`src/rtl/fp_align_add_pkg.sv`:
```
// Shared field widths and the unpacked-operand record for the single-precision
// align/add front end.
package fp_align_add_pkg;

  localparam int EXP_W  = 8;
  localparam int MAN_W  = 23;
  localparam int MANT_W = MAN_W + 1;
  localparam int RAW_W  = 25;
  localparam int FP_W   = 1 + EXP_W + MAN_W;
  localparam int BIAS   = 127;

  typedef struct packed {
    logic             sign;
    logic [EXP_W-1:0] exponent;
    logic [MANT_W-1:0] mantissa;
  } unpacked_t;

endpackage

```
`src/rtl/fp_align_add_unpack.sv`:
```
// Field split of one IEEE-754 single operand with hidden-bit insertion;
// denormals are flushed to zero.
module fp_unpack
  import fp_align_add_pkg::*;
(
  input  logic [FP_W-1:0] op,
  input  logic            flip_sign,
  output unpacked_t       unp
);

  logic hidden;

  always_comb begin
    hidden       = |op[FP_W-2:MAN_W];
    unp.sign     = op[FP_W-1] ^ flip_sign;
    unp.exponent = op[FP_W-2:MAN_W];
    unp.mantissa = hidden ? {1'b1, op[MAN_W-1:0]} : '0;
  end

endmodule

```
`src/rtl/fp_align_add.sv`:
```
// Three-stage align/add front end: S1 unpack/compare/swap, S2 align, S3 add or
// subtract. Output is unnormalized and feeds the post-correction normalizer.
module fp_align_add
  import fp_align_add_pkg::*;
(
  input  logic             clk,
  input  logic             rst_n,
  input  logic             in_valid,
  output logic             in_ready,
  input  logic [FP_W-1:0]  op_a,
  input  logic [FP_W-1:0]  op_b,
  input  logic             op_sub,
  output logic             out_valid,
  input  logic             out_ready,
  output logic             raw_sign,
  output logic [EXP_W-1:0] raw_exponent,
  output logic [RAW_W-1:0] raw_mantissa
);

  unpacked_t ua, ub;

  fp_unpack u_unpack_a (.op(op_a), .flip_sign(1'b0),   .unp(ua));
  fp_unpack u_unpack_b (.op(op_b), .flip_sign(op_sub), .unp(ub));

  logic stall;

  logic              s1_valid_q,     s1_valid_d;
  unpacked_t         s1_big_q,       s1_big_d;
  logic [EXP_W-1:0]  s1_small_exp_q, s1_small_exp_d;
  logic [MANT_W-1:0] s1_small_man_q, s1_small_man_d;
  logic              s1_eff_sub_q,   s1_eff_sub_d;

  logic              s2_valid_q,     s2_valid_d;
  logic              s2_sign_q,      s2_sign_d;
  logic [EXP_W-1:0]  s2_exp_q,       s2_exp_d;
  logic [MANT_W-1:0] s2_big_man_q,   s2_big_man_d;
  logic [MANT_W-1:0] s2_small_man_q, s2_small_man_d;
  logic              s2_eff_sub_q,   s2_eff_sub_d;

  logic              out_valid_q,    out_valid_d;
  logic              raw_sign_q,     raw_sign_d;
  logic [EXP_W-1:0]  raw_exp_q,      raw_exp_d;
  logic [RAW_W-1:0]  raw_man_q,      raw_man_d;

  logic              a_is_big;
  logic [EXP_W-1:0]  shamt;
  logic [MANT_W-1:0] small_aligned;

  assign stall        = out_valid_q && !out_ready;
  assign in_ready     = !stall;
  assign out_valid    = out_valid_q;
  assign raw_sign     = raw_sign_q;
  assign raw_exponent = raw_exp_q;
  assign raw_mantissa = raw_man_q;

  always_comb begin
    a_is_big      = {ua.exponent, ua.mantissa} >= {ub.exponent, ub.mantissa};
    shamt         = s1_big_q.exponent - s1_small_exp_q;
    small_aligned = (shamt >= EXP_W'(MANT_W)) ? '0 : (s1_small_man_q >> shamt);

    s1_valid_d     = s1_valid_q;
    s1_big_d       = s1_big_q;
    s1_small_exp_d = s1_small_exp_q;
    s1_small_man_d = s1_small_man_q;
    s1_eff_sub_d   = s1_eff_sub_q;
    s2_valid_d     = s2_valid_q;
    s2_sign_d      = s2_sign_q;
    s2_exp_d       = s2_exp_q;
    s2_big_man_d   = s2_big_man_q;
    s2_small_man_d = s2_small_man_q;
    s2_eff_sub_d   = s2_eff_sub_q;
    out_valid_d    = out_valid_q;
    raw_sign_d     = raw_sign_q;
    raw_exp_d      = raw_exp_q;
    raw_man_d      = raw_man_q;

    // Valid bits always advance (bubbles included); payloads only load on a
    // valid entry so the outputs keep their last result between transfers.
    if (!stall) begin
      s1_valid_d = in_valid;
      if (in_valid) begin
        s1_big_d       = a_is_big ? ua : ub;
        s1_small_exp_d = a_is_big ? ub.exponent : ua.exponent;
        s1_small_man_d = a_is_big ? ub.mantissa : ua.mantissa;
        s1_eff_sub_d   = ua.sign ^ ub.sign;
      end

      s2_valid_d = s1_valid_q;
      if (s1_valid_q) begin
        s2_sign_d      = s1_big_q.sign;
        s2_exp_d       = s1_big_q.exponent;
        s2_big_man_d   = s1_big_q.mantissa;
        s2_small_man_d = small_aligned;
        s2_eff_sub_d   = s1_eff_sub_q;
      end

      out_valid_d = s2_valid_q;
      if (s2_valid_q) begin
        raw_sign_d = s2_sign_q;
        raw_exp_d  = s2_exp_q;
        raw_man_d  = s2_eff_sub_q ? ({1'b0, s2_big_man_q} - {1'b0, s2_small_man_q})
                                  : ({1'b0, s2_big_man_q} + {1'b0, s2_small_man_q});
      end
    end
  end

  always_ff @(posedge clk or negedge rst_n) begin
    if (!rst_n) begin
      s1_valid_q     <= 1'b0;
      s1_big_q       <= '0;
      s1_small_exp_q <= '0;
      s1_small_man_q <= '0;
      s1_eff_sub_q   <= 1'b0;
      s2_valid_q     <= 1'b0;
      s2_sign_q      <= 1'b0;
      s2_exp_q       <= '0;
      s2_big_man_q   <= '0;
      s2_small_man_q <= '0;
      s2_eff_sub_q   <= 1'b0;
      out_valid_q    <= 1'b0;
      raw_sign_q     <= 1'b0;
      raw_exp_q      <= '0;
      raw_man_q      <= '0;
    end else begin
      s1_valid_q     <= s1_valid_d;
      s1_big_q       <= s1_big_d;
      s1_small_exp_q <= s1_small_exp_d;
      s1_small_man_q <= s1_small_man_d;
      s1_eff_sub_q   <= s1_eff_sub_d;
      s2_valid_q     <= s2_valid_d;
      s2_sign_q      <= s2_sign_d;
      s2_exp_q       <= s2_exp_d;
      s2_big_man_q   <= s2_big_man_d;
      s2_small_man_q <= s2_small_man_d;
      s2_eff_sub_q   <= s2_eff_sub_d;
      out_valid_q    <= out_valid_d;
      raw_sign_q     <= raw_sign_d;
      raw_exp_q      <= raw_exp_d;
      raw_man_q      <= raw_man_d;
    end
  end

endmodule
```
`config.mk`:
```
export PLATFORM = sky130hd
export DESIGN_NAME = fp_align_add
export DESIGN_NICKNAME = d
export VERILOG_FILES = /design/src/rtl/fp_align_add_pkg.sv /design/src/rtl/fp_align_add_unpack.sv /design/src/rtl/fp_align_add.sv
export SDC_FILE = /design/constraint.sdc
export NUM_CORES = 1
export LEC_CHECK = 0
export ABC_AREA = 1
export BUFFER_PORTS_ARGS = -buffer_cell sky130_fd_sc_hd__buf_2
export CAP_MARGIN = 20
export CORE_MARGIN = 2
export CORE_UTILIZATION = 35
export DETAILED_ROUTE_END_ITERATION = 8
export RECOVER_POWER = 50
export SYNTH_ARGS = -nofsm -noshare
export SYNTH_HDL_FRONTEND = slang
export SYNTH_SLANG_ARGS = --single-unit
```
`constraint.sdc`:
```
create_clock -name clk -period 3.44 [get_ports clk]
set_input_delay 0.516 -clock clk [delete_from_list [all_inputs] [get_ports clk]]
set_output_delay 0.516 -clock clk [all_outputs]
set_load 0.01 [all_outputs]
```
# Word level (Yosys, flattened, before mapping)
# Index checks and enable logic that the tools add are counted.
[totals]
ff_bits = 161
input_bits = 69
out_inout_bits = 36
elab_cells = 41
[op_classes]
n_addsub = 3
order_cmp = 2
shift = 1
muxes = 7
bitwise_logic = 3
n_reduce_logical = 8
[ops]
columns = ["op", "count"]
rows = [
  ["$mux W24", 4],
  ["$mux W33", 1],
  ["$ge A32 B32 Y1", 1],
  ["$add A24 B24 Y25", 1],
  ["$mux W25", 1],
  ["$sub A24 B24 Y25", 1],
  ["$shr A24 B8 Y24", 1],
  ["$reduce_or A8 Y1", 2],
  ["$ge A8 B5 Y1 const B", 1],
  ["$mux W8", 1],
  ["$sub A8 B8 Y8", 1],
  ["$reduce_and A2 Y1", 3],
  ["$logic_not A1 Y1", 2],
  ["$xor A1 B1 Y1", 2],
  ["$logic_and A1 B1 Y1", 1],
  ["$not A1 Y1", 1],
]

# Longest topological paths before layout
# Gate-level depths: netlist of run 1.
[logic_depth]
word_depth = 4
depth_mapped = 22
depth_no_buf = 22

# Hierarchy
# Synthesis of run 1 repeated with hierarchy kept, for this count alone.
[hier_totals]
hier_cells = 1680
hier_area_um2 = 11438.5
[modules_own_cells]
columns = ["mod", "n_inst", "cells_per_inst", "area_each_um2", "seq_area_each_um2"]
rows = [
  ["fp_align_add", 1, 1548, 10815.4, 4028.9],
  ["fp_unpack", 2, 66, 311.5, 0.0],
]

# Worst setup path before layout of run 1
# No wires, ideal clock.
[synth_path]
kind = "reg2reg"
from = "register s2_small_man_q[0]"
to = "register raw_man_q[21] (netlist: raw_mantissa[21])"
setup_ns = 0.082
arrival_ns = 2.999
required_time_ns = 3.358
path_slack_ns = 0.359
stages_incl_launch_ff = 20
cell_sequence = "dfrtp_1 inv_1 ha_1 nand2_1 nor3_1 nand2_1 nor3_1 nand2_1 nor2_1 nand2_1 nand2_1 xor2_1 ha_1 a21oi_1 o21ai_0 a21oi_1 nand3_1 a31o_2 or2_2 a31oi_1"
[synth_between]
elab_chain_cells = 2
word_cells_on_any_way = 3
classes_between = "add/sub (2); mux (1)"
[synth_lines]
columns = ["item", "line_no", "text"]
rows = [
  ["start: declaration", "fp_align_add.sv:37", "logic [MANT_W-1:0] s2_small_man_q, s2_small_man_d;"],
  ["start signal: assignment", "fp_align_add.sv:134", "s2_small_man_q <= s2_small_man_d;"],
  ["$add A24 B24 Y25 / $sub A24 B24 Y25 (equally long branches)", "fp_align_add.sv:102, fp_align_add.sv:101", ""],
  ["$mux W25 *", "fp_align_add.sv:101", "raw_man_d = s2_eff_sub_q ? ({1'b0, s2_big_man_q} - {1'b0, s2_small_man_q})"],
  ["end signal: assignment", "fp_align_add.sv:139", "raw_man_q <= raw_man_d;"],
  ["end: declaration", "fp_align_add.sv:43", "logic [RAW_W-1:0] raw_man_q, raw_man_d;"],
]
# Mark *: on every way between the ends. The rest lies on a longest branch, timed or not.
# A chain may end at the register's enable or synchronous reset.

# Worst setup path after layout of run 1
[layout_path]
from = "register s2_small_man_q[1]"
to = "register raw_man_q[21] (netlist: raw_mantissa[21])"
# The elaborated chain is that of the path after synthesis.

==> results_dict.tcl, run 1 <==
set metrics [dict create \
    hold_slack_ps 342 \
    setup_viol 0 \
    timing.rr.end "raw_mantissa[21]" \
    end_kind "flop" \
    period_minus_slack_ps 3360 \
    drc 0 \
    antenna_found_initial 0 \
    critPathMaxStageDelay_ps 410 \
    diodes 0 \
    clockRootBuffer "clkbuf_16" \
    drtIter0Drc 758 \
    required_ps 3800 \
    synth.area.top_cells "dfrtp_1, nand2_1, ha_1" \
    reg2reg_setup_slack_ps 80 \
    maxCapViolCount 1 \
    timing.rr.start "s2_small_man_q[1]" \
    post-synth-top-count-cell "nand2_1" \
    status "finished, violations left" \
    slew_headroom_pct -72.7 \
    cp_data_arrival_time_ps 3720 \
    crit_family "simple AND/OR/NAND/NOR gates" \
    grt_max_degree 81 \
    synth_nets 1636 \
    instances_no_fill 2014 \
    hpwlAfterDp_mm 23.9 \
    min_to "s1_big_q[27]" \
    synth.avg_cell_area_um2 7.31 \
    period_share_pct 97.7 \
    yosys_warnings 0 \
    vias_per_cell 5.15 \
    grt.overflow.total 0 \
    min_from "op_b[26]" \
    dp_cells 1974 \
    ios 105 \
    skew_ps 18.9 \
    yosysTopAreaCellShare_pct 36.7 \
    ant_nets 0 \
    grt_usage_pct 19.3 \
    path_clk_slew_ps 70 \
    reg2regPathDepth 19 \
    synth-edff-count 0 \
    crit_top_cell "nand2_2" \
    hold_depth 3 \
    timing.fmax_mhz 298 \
    postLayoutCellArea_um2 12900 \
    start_util_pct 35.7 \
    rows 64 \
    gp_congestion 0.897 \
    fillCellCount 3210 \
    clock_latency_ps 440 \
    report.final.slew_viol_count 56 \
    synth.top_cells.by_count "nand2_1, dfrtp_1, o21ai_0" \
    die_area_um2 32800 \
    synthFlopType "dfrtp_1" \
    cp_num_buf_inv 1 \
    hp-class "primary input to flop" \
    rsz0062_at_grt "true" \
    syn_area_um2 11000 \
    cts_buffers 17 \
    cp_max_fo 4 \
    cts_tree "yes" \
    path_cells "inv_2 > ha_2 > nand2_2 > nor3_4 > nand2_2 > nor3_4 > nand2_2 > nor2_4 > a31oi_4 > xor2_1 > ha_2 > nand2_2 > nor2_4 > and2_4 > nand4_1 > nand3_2 > a31o_4 > or2_4 > a31oi_1" \
    violations "capacitance limit, slew limit" \
    drive_gt1_share_pct 15.9 \
    core_area_um2 30700 \
    io_buffers 104 \
    firstDrtPassIters 5 \
    htreeDepth 4 \
    ys_seq_elements 161 \
    area_delta_synth_final_pct 17.4 \
    placed_area_um2 12100 \
    clock-sinks 161 \
    totalWireLength_mm 31.6 \
    crit_type "flop to flop" \
    yosysTopAreaCell "dfrtp_1" \
    worst_path_max_delay_cell "dfrtp_1" \
    hold_viol 0 \
    yosysSeqAreaShare_pct 36.7 \
    routedWlPerCell_um 15.7 \
    holdBufCountCts 0 \
    die_h_um 181 \
    vias 10400 \
    grt_pass1_vias 9518 \
    die_w_um 181 \
    clk_path_buf_depth 2 \
    nets 1740 \
    crit_path_start_kind "flop" \
    yosys.cell_types.count 47 \
    syn-instance-count 1501 \
    synthArstFlopShare_pct 100 \
    grt_pass1_wl_mm 50.7 \
    tightestPinTransition_ps 2590 \
]
sequential cells by signal, summed over array words and instances, names as in the netlist, 8 cells and up:
| register | count |
|---|---|
| s1_big_q | 33 |
| s2_big_man_q | 24 |
| s2_small_man_q | 24 |
| raw_mantissa | 25 |
| s1_small_man_q | 24 |
| s1_small_exp_q | 8 |
| raw_exponent | 8 |
| s2_exp_q | 8 |
area by class of cell:
class / count / area, µm² / area share (%)
well taps: 396 / 495 / 3.85
inverters: 156 / 589 / 4.58
repair buffers: 161 / 1020 / 7.92
multi-input cells: 1108 / 6170 / 47.9
clock inverters: 14 / 143 / 1.11
flip-flops and latches: 161 / 4030 / 31.3
clock buffers: 18 / 429 / 3.33
worst max path at each step:
| stage | cells past startpoint | start | to | slack (ps) |
|---|---|---|---|---|
| 2_1_floorplan | 19 | s2_small_man_q[0] | raw_mantissa[21] | 360 |
| 3_3_place_gp | 22 | op_a[26] | s1_big_q[32] | -90 |
| 3_5_place_dp | 20 | op_a[29] | s1_big_q[32] | -160 |
| 4_1_cts | 17 | s2_small_man_q[1] | raw_mantissa[21] | 7 |
| 5_1_grt | 20 | s2_small_man_q[0] | raw_mantissa[21] | -160 |
| 6_report | 19 | s2_small_man_q[1] | raw_mantissa[21] | 80 |
worst reg2reg max path: stages, from the launching register on:
cell	delay, ps
dfrtp_1	410
inv_2	70
ha_2	190
nand2_2	70
nor3_4	180
nand2_2	100
nor3_4	200
nand2_2	110
nor2_4	170
a31oi_4	100
xor2_1	200
ha_2	330
nand2_2	110
nor2_4	50
and2_4	130
nand4_1	130
nand3_2	120
a31o_4	260
or2_4	210
a31oi_1	150
cell families after synthesis:
kind of cell | count (synthesis) | synth area share, %
and+or+nand+nor | 672 | 27.5
AOI/OAI and AO/OA | 328 | 15.9
buffers and inverters | 232 | 8.69
DFF | 161 | 36.7
adders and majority gates | 66 | 7.66
xor gates and xnor gates | 42 | 3.52
timing repair:
item	in CTS	in global routing
setup buffers	0	7
gates resized for setup	0	45
setup endpoints to repair	0	9
placed cells by master, fill, tap and decap left out, drive strengths merged, types with 4 or more instances in the layout:
cell,count
inv,160
xor2,26
nand2,407
xnor2,16
nand3b,6
nand3,126
clkbuf,22
a31oi,6
o21bai,4
o211ai,8
or2,6
nand4,60
nor2,54
a21oi,112
o22ai,24
dfrtp,161
clkinv,8
ha,64
buf,156
o21ai,165
nor3,9
a21boi,4
metrics by stage:
stage	TNS, ps	utilization [%]	worst slack (ps)
finish	0	41.9	78.8
global route	-485	41.9	-157
CTS	0	41.2	6.62
detailed placement	-2690	39.3	-156
global placement	-262	39.3	-88.3
floorplan	0	-	359
routing by layer:
layer | vias up | track usage (%) | share of wire, %
met2 | 338 | 29.1 | 43
met1 | 4764 | 28.4 | 49
met5 | - | 0 | 0
met3 | 35 | 3.77 | 6.3
met4 | 0 | 4.72 | 1.4
li1 | 5234 | - | -
Power of run 1 is left out: the tool's default activity adds up to more than one toggle a clock period on the data nets, which glitch-free logic cannot reach.
==> run 2: changes to the inputs <==
Settings changed: ABC_AREA 1 to unset.
==> run 2 against run 1 <==
Maximum frequency shrank 3.9%. Synthesized cell count is 27% lower. Highest routed layer unchanged. Clock skew decreased by 11 ps. Die area fell by 6.7%. Non-clock buffer count increased by 82. First-iteration DRC count decreased by 14%. The flow finishes with violations (capacitance limit, slew limit, setup timing). Via count fell by 16%. Utilization grew 3.2 points. Hold slack gained 32 ps. Worst setup slack got worse by 130 ps. Global-route usage fell by 1.7 points. Sequential cell count unchanged.
==> results_dict.tcl, run 2 <==
set metrics [dict create \
    status "finished, violations left" \
    violations "capacitance limit, slew limit, setup timing" \
    postLayoutCellArea_um2 12900 \
    drtIter0Drc 653 \
    vias 8760 \
    yosys.cell_types.count 75 \
    dp_cells 1655 \
    hpwlAfterDp_mm 20.2 \
    required_ps 3750 \
    grt.overflow.total 0 \
    ant_nets 0 \
    period_share_pct 102 \
    period_minus_slack_ps 3500 \
    die_area_um2 30600 \
    clock_latency_ps 420 \
    start_util_pct 35.6 \
    fillCellCount 2806 \
    final_cell_mix "dfrtp_1, nand2_1, buf_4" \
    ios 105 \
    regMostFlops "s1_big_q" \
    synth.area.top_cells "dfrtp_1, ha_1, mux2_2" \
    rsz0062_at_grt "true" \
    synthArstFlopShare_pct 100 \
    crit_type "flop to flop" \
    synth_nets 1224 \
    htreeDepth 4 \
    fin_tns_setup_ps -89.7 \
    clockRootBuffer "clkbuf_16" \
    die_w_um 175 \
    placed_area_um2 12200 \
    cts_buffers 17 \
    nets 1430 \
    synth.top_cells.by_count "dfrtp_1, nand2_1, nor2_1" \
    clk_path_buf_depth 2 \
    core_area_um2 28700 \
    syn-instance-count 1089 \
    grt_max_degree 58 \
    hold_slack_ps 373 \
    yosysTopAreaCell "dfrtp_1" \
    synth-edff-count 0 \
    vias_per_cell 5.18 \
    setup_viol 2 \
    reg2reg_setup_slack_ps -60 \
    multiInputGateArea_um2 5930 \
    cts_tree "yes" \
    crit_path_start_kind "flop" \
    cp_max_fo 4 \
    firstDrtPassIters 5 \
    synth.avg_cell_area_um2 9.39 \
    register_area_um2 4030 \
    drive_gt1_share_pct 28.3 \
    yosysSeqAreaShare_pct 39.4 \
    routedWlPerCell_um 15.5 \
    die_h_um 175 \
    gr-usage-met2_pct 27.2 \
    fin_ws_ps -56.2 \
    syn_area_um2 10200 \
    hp-class "primary input to flop" \
    clock-sinks 161 \
    totalWireLength_mm 26.3 \
    top_usage_layer "met2" \
    cp_data_arrival_time_ps 3810 \
    skew_ps 8.27 \
    gr-usage-met3_pct 2.57 \
    grt_pass1_vias 8473 \
    report.final.slew_viol_count 47 \
    area_delta_synth_final_pct 26.6 \
    yosys_warnings 0 \
    slew_headroom_pct -68.2 \
    largest_reg_flops 33 \
    post-synth-top-count-cell "dfrtp_1" \
    diodes 0 \
    use_met1_pct 26.2 \
    grt_pass1_wl_mm 44.2 \
    ys_seq_elements 161 \
    antenna_found_initial 0 \
    hold_viol 0 \
    gp_congestion 0.876 \
    instances_no_fill 1692 \
    layout_commonest_cell "dfrtp_1" \
    io_buffers 104 \
    grt_usage_pct 17.7 \
    synthFlopType "dfrtp_1" \
    holdBufCountCts 0 \
    yosysTopAreaCellShare_pct 39.4 \
    path_clk_slew_ps 60 \
    end_kind "flop" \
    tightestPinTransition_ps 2520 \
    maxCapViolCount 1 \
    timing.fmax_mhz 286 \
    drc 0 \
    rows 62 \
]
## run 2: cell count changes after synthesis, moves of 18 or more
cell      delta
a221oi_1    +56
xnor2_1     +18
nand4_1     -49
o21ai_0    -104
nand3_1    -115
nand2_1    -261
nor2_1      +48
o22ai_1     -23
mux2_2      +48
mux2i_1     +25
a21oi_1     -59
inv_1       -81
## run 2: stage by stage
step	setup slack [ps]	util (%)
final	-56.2	45.1
after global routing	-194	45.1
after CTS	-34.3	44.6
after detailed placement	-256	42.4
after global placement	-184	42.4
after floorplan	-210	-
## run 2: layout make-up
type	instances	share of cell area (%)
multi-input cells	805	45.9
flip-flops and latches	161	31.1
repair buffers	243	12.5
well taps	384	3.71
clock buffers	23	3.62
inverters	67	1.94
clock inverters	9	1.19
## run 2: cells by family (layout without fill, tap and decap cells)
logic type      Yosys count  after routing  synth area share, %
compound gates          291            291                 20.4
xor+xnor                 46             46                 3.94
fa+ha+maj                66             66                 8.22
buf+inv                 123            342                 4.75
flops                   161            161                 39.4
mux                      79             79                 9.06
simple gates            323            323                 14.2
## run 2: path summary, 6_finish.rpt
kind | startpoint | endpoint | cells past startpoint
min in group asynchronous | rst_n | s1_small_man_q[23] | 1
worst max-delay path | s2_small_man_q[2] | raw_mantissa[24] | 16
worst max register to register | s2_small_man_q[2] | raw_mantissa[24] | 16
max in group asynchronous | rst_n | raw_mantissa[13] | 2
worst min register to register | raw_mantissa[7] | raw_mantissa[7] | 2
worst min-delay path | op_a[31] | s1_big_q[32] | 2
## run 2: repair_timing
action / 4_1_cts / 5_1_grt
resized for setup: 3 / 30
endpoints found under the setup margin: 6 / 58
setup buffers: 0 / 5
pin swaps: 4 / 8
## run 2: per-layer routing
metal / share of wire, % / vias to the layer above
met5: 0 / -
met4: 1.4 / 0
met3: 3.4 / 25
met2: 44 / 159
met1: 51 / 4191
li1: - / 4385
## run 2: critical path: stages (launching register included)
cell and delay, ps:
dfrtp_1 380, or3_4 410, nor4_4 170, nand2_2 120
or2_4 240, nor2b_4 130, xnor2_2 190, ha_4 230
buf_4 150, a21oi_4 150, nand2_2 90, nor2_2 140
nand2_2 100, a311o_1 390, buf_4 160, a31o_2 220
o2111a_1 120
Power of run 2 is left out for the same reason.
